--- src/rtl/mux_channel_selector.sv ---
// mux_channel_selector: debounced button and auto-timer driven select for a two-channel mux
module mux_channel_selector #(
  parameter int DEBOUNCE_CYCLES = 12000,
  parameter int AUTO_PERIOD = 12000000,
  parameter bit RESET_SELECTION = 1'b1
) (
  input  logic clk,
  input  logic reset,
  input  logic button_raw,
  input  logic auto_mode_enable,
  output logic selection_input,
  output logic selection_changed,
  output logic button_debounced
);
  localparam int DW = DEBOUNCE_CYCLES > 1 ? $clog2(DEBOUNCE_CYCLES) : 1;
  localparam int AW = AUTO_PERIOD > 1 ? $clog2(AUTO_PERIOD) : 1;
  localparam logic [DW-1:0] D_LAST = DW'(DEBOUNCE_CYCLES - 1);
  localparam logic [AW-1:0] A_LAST = AW'(AUTO_PERIOD - 1);
  logic sync1, button_sync, differ, deb_done, press, expiry, toggle;
  logic [DW-1:0] deb_cnt;
  logic [AW-1:0] auto_cnt;
  always_comb begin
    differ   = button_sync != button_debounced;
    deb_done = differ && deb_cnt == D_LAST;
    press    = deb_done && button_sync;
    expiry   = auto_mode_enable && auto_cnt == A_LAST;
    toggle   = press || expiry;
  end
  // a press and an expiry on the same edge merge into one inversion and one counter restart
  always_ff @(posedge clk or posedge reset) begin
    if (reset) begin
      sync1             <= 1'b0;
      button_sync       <= 1'b0;
      deb_cnt           <= '0;
      button_debounced  <= 1'b0;
      auto_cnt          <= '0;
      selection_input   <= RESET_SELECTION;
      selection_changed <= 1'b0;
    end else begin
      sync1             <= button_raw;
      button_sync       <= sync1;
      deb_cnt           <= (differ && !deb_done) ? deb_cnt + 1'b1 : '0;
      button_debounced  <= deb_done ? button_sync : button_debounced;
      auto_cnt          <= (auto_mode_enable && !toggle) ? auto_cnt + 1'b1 : '0;
      selection_input   <= selection_input ^ toggle;
      selection_changed <= toggle;
    end
  end
endmodule

--- config.mk ---
export PLATFORM = sky130hd
export DESIGN_NAME = mux_channel_selector
export DESIGN_NICKNAME = d
export VERILOG_FILES = /design/src/rtl/mux_channel_selector.sv
export SDC_FILE = /design/constraint.sdc
export NUM_CORES = 1
export LEC_CHECK = 0
export ABC_AREA = 1
export ABC_CLOCK_PERIOD_IN_PS = 1800
export BUFFER_PORTS_ARGS = -buffer_cell sky130_fd_sc_hd__buf_2
export CAP_MARGIN = 20
export CELL_PAD_IN_SITES_DETAIL_PLACEMENT = 0
export CELL_PAD_IN_SITES_GLOBAL_PLACEMENT = 2
export CORE_AREA = 10 10 92 94
export CTS_CLUSTER_SIZE = 10
export DETAILED_ROUTE_END_ITERATION = 10
export DIE_AREA = 0 0 102 104
export PLACE_DENSITY_LB_ADDON = 0.1
export SKIP_CTS_REPAIR_TIMING = 1
export SYNTH_ARGS = -nofsm -noshare
export SYNTH_HDL_FRONTEND = slang
export SYNTH_SLANG_ARGS = --single-unit
--- constraint.sdc ---
create_clock -name clk -period 1.8 [get_ports clk]
set_input_delay 0.09 -clock clk [delete_from_list [all_inputs] [get_ports clk]]
set_output_delay 0.09 -clock clk [all_outputs]
set_load 0.02 [all_outputs]
==> flow_metrics.tcl <==
set metrics [dict create \
    outcome "finished, final reports clean" \
    p_per_area_nw_per_um2 662 \
    finalCritPeriodShare_pct 88.3 \
    worstPathMaxFanout 24 \
    min_period_ps 1590 \
    maxSlewViolCount 0 \
    drt_iter0_markers 56 \
    worst_ep_arrival_time_ps 1780 \
    slowest_stage "dfrtp_1" \
    clockRootBuffer "clkbuf_8" \
    crit_top_cell "nand3_2" \
    grt_pass1_vias 1790 \
    p_total_w 0.00171 \
    cp-start-kind "flip-flop" \
    syn_area_um2 2330 \
    yosysWarnings 0 \
    rsz0062_at_grt "no" \
    grt_max_degree 26 \
    synth-main-ff-cell "dfrtp_1" \
    fmax_ghz 0.629 \
    clock_latency_ps 290 \
    die_y_um 104 \
    cp.required_ps 1990 \
    place_area_um2 2470 \
    drt_pass1_iterations 4 \
    clkSlewWorstSetupHoldPaths_ps 80 \
    htreeDepth 2 \
    wire_per_inst_um 12.7 \
    yosys-top-cells-count "84 x nand2_1, 80 x nor2_1, 42 x dfrtp_1" \
    muxShareOfSynthArea_pct 0 \
    relSlewSlack_pct 61.5 \
    p_leak_nw 1.08 \
    fin_nets 329 \
    core_region_area_um2 6680 \
    synth_cell_types 24 \
    synth_area_leaders "dfrtp_1 45%, nand2_1 14%, nor2_1 13%" \
    place_hpwl_mm 3.89 \
    start_util_pct 34.8 \
    dieArea_um2 10600 \
    vias 1820 \
    ant_nets 0 \
    irDropWorstVdd_v 0.000308 \
    grt_first_pass_wirelength_mm 8.67 \
    synth.most_common_cell "nand2_1" \
    syn_to_final_growth_pct 11.1 \
    layout_setup_ws_ps 211 \
    route.detailed.drc 0 \
    r2r_setup_slack_ps 210 \
    synth_xor_xnor_area_share_pct 7.53 \
    synth-seq-area-share_pct 46.3 \
    setup_viol 0 \
    avgSynthCellArea_um2 7.56 \
    io_buffer_count 6 \
    synth_area_leader_cell "dfrtp_1" \
    hold_violations 0 \
    n_antenna_cell 0 \
    rows 30 \
    fp.dieW_um 102 \
    syn-num-nets 314 \
    yosys.area_share.simple_pct 36.5 \
    crit_path_cell_trace "ha_1, nand2_2, nor3_4, nand3_2, nand3_2, buf_12, nor2_1" \
    synth_top_area_share_pct 45.2 \
    async_flop_share_pct 100 \
    io_pins 7 \
    clock_path_buffers 2 \
    hp-class "input pin to flip-flop" \
    cap_viol_max_count 0 \
    synthCells 308 \
    viasPerCell 4.50 \
    overflow 0 \
    fin_skew_ps 5.00 \
    slowest_delay_ps 390 \
    tritoncts.num_buffers 5 \
    tightest_slew_ps 578 \
    synth_top_family_by_area "simple AND/OR/NAND/NOR gates" \
    synth-compound-area-share_pct 2.15 \
    gp_congestion 0.748 \
    wl_mm 5.15 \
    antenna_found_initial 0 \
    endpoint_kind "flip-flop" \
    grt_use_total_pct 10.2 \
    stdcell_area_um2 2590 \
    cts_tree "done" \
    synth_seq_cells 43 \
    setup_tns_ps 0 \
    crit_type "flip-flop to flip-flop" \
    pre_cts_slack_ps 204 \
    cts.sinks 43 \
    synthAdderAreaFrac_pct 1.08 \
    final_layout_size_suffix_gt1_share_pct 9.57 \
    synth_edf_count 0 \
]
==> layout by cell type, fill, tap and decap left out, types with 2 or more instances in the layout <==
cell,netlist,routed
nand2_1,84,84
nor2_1,80,80
dfrtp_1,42,42
inv_1,32,31
nand3_1,15,15
xor2_1,13,13
xnor2_1,7,7
nor3_1,6,6
clkbuf_8,0,6
buf_2,0,6
nand3_2,4,4
nand4_1,3,3
a21oi_1,3,3
nand2_2,2,2
nor2_4,2,2
nor2_2,2,2
o21bai_1,2,2
ha_1,2,2
dlygate4sd3_1,0,2
buf_12,0,2
==> critical path, delay by kind of cell (launching register included) <==
kind	cells	cell delay [ps]
adder cells (fa/ha/maj)	1	210
buffers and inverters	1	170
flip-flops	1	390
AND/OR/NAND/NOR	5	710
==> logic make-up (layout without fill, tap and decap cells) <==
family,Yosys count,in the layout
DFF,43,43
AOI/OAI and AO/OA,8,8
adders and majority gates,2,2
and+or+nand+nor,200,200
buffers and inverters,35,51
xor gates and xnor gates,20,20
==> final timing paths <==
check                                  from      endpoint  cells past startpoint
setup / recovery                auto_cnt[1]   auto_cnt[3]                      7
hold / removal             auto_mode_enable  auto_cnt[23]                      4
setup reg to reg                auto_cnt[1]   auto_cnt[3]                      7
hold reg to reg                       sync1   button_sync                      0
max in group asynchronous             reset  auto_cnt[14]                      4
min in group asynchronous             reset   deb_cnt[10]                      3
==> where the power goes <==
part	switching, W	total, W	leakage (nW)	internal, W
clock network	0.000332	0.000642	0.0482	0.000310
logic	0.0000505	0.0000799	0.440	0.0000294
registers	0.0000116	0.000990	0.588	0.000978
==> cell type report <==
type	instances	area [µm²]
multi-input cells	230	1100
clock buffers	7	86.3
well taps	80	100
inverters	32	120
fillers	722	4100
flip-flops and latches	43	1080
repair buffers	11	97.6
clock inverters	1	5.00
==> state kept, by name, indices dropped and copies added, names as in the netlist <==
signal	count
auto_cnt	24
button_debounced	1
button_sync	1
deb_cnt	14
selection_changed	1
selection_input	1
sync1	1
==> metal layers <==
layer	GRT usage (%)	wire, µm	vias up
li1	-	-	972
met1	15.2	2800	821
met2	14.0	2130	23
met3	2.19	192	4
met4	3.02	27	0
met5	0	0	-
==> through the flow <==
step,utilization [%],hold slack [ps],cells
floorplan,-,121,308
global placement,37.0,123,394
detailed placement,37.0,129,394
CTS,38.4,-198,402
global route,38.7,259,404
finish,38.7,240,404
(Power assumes the default switching activity.)
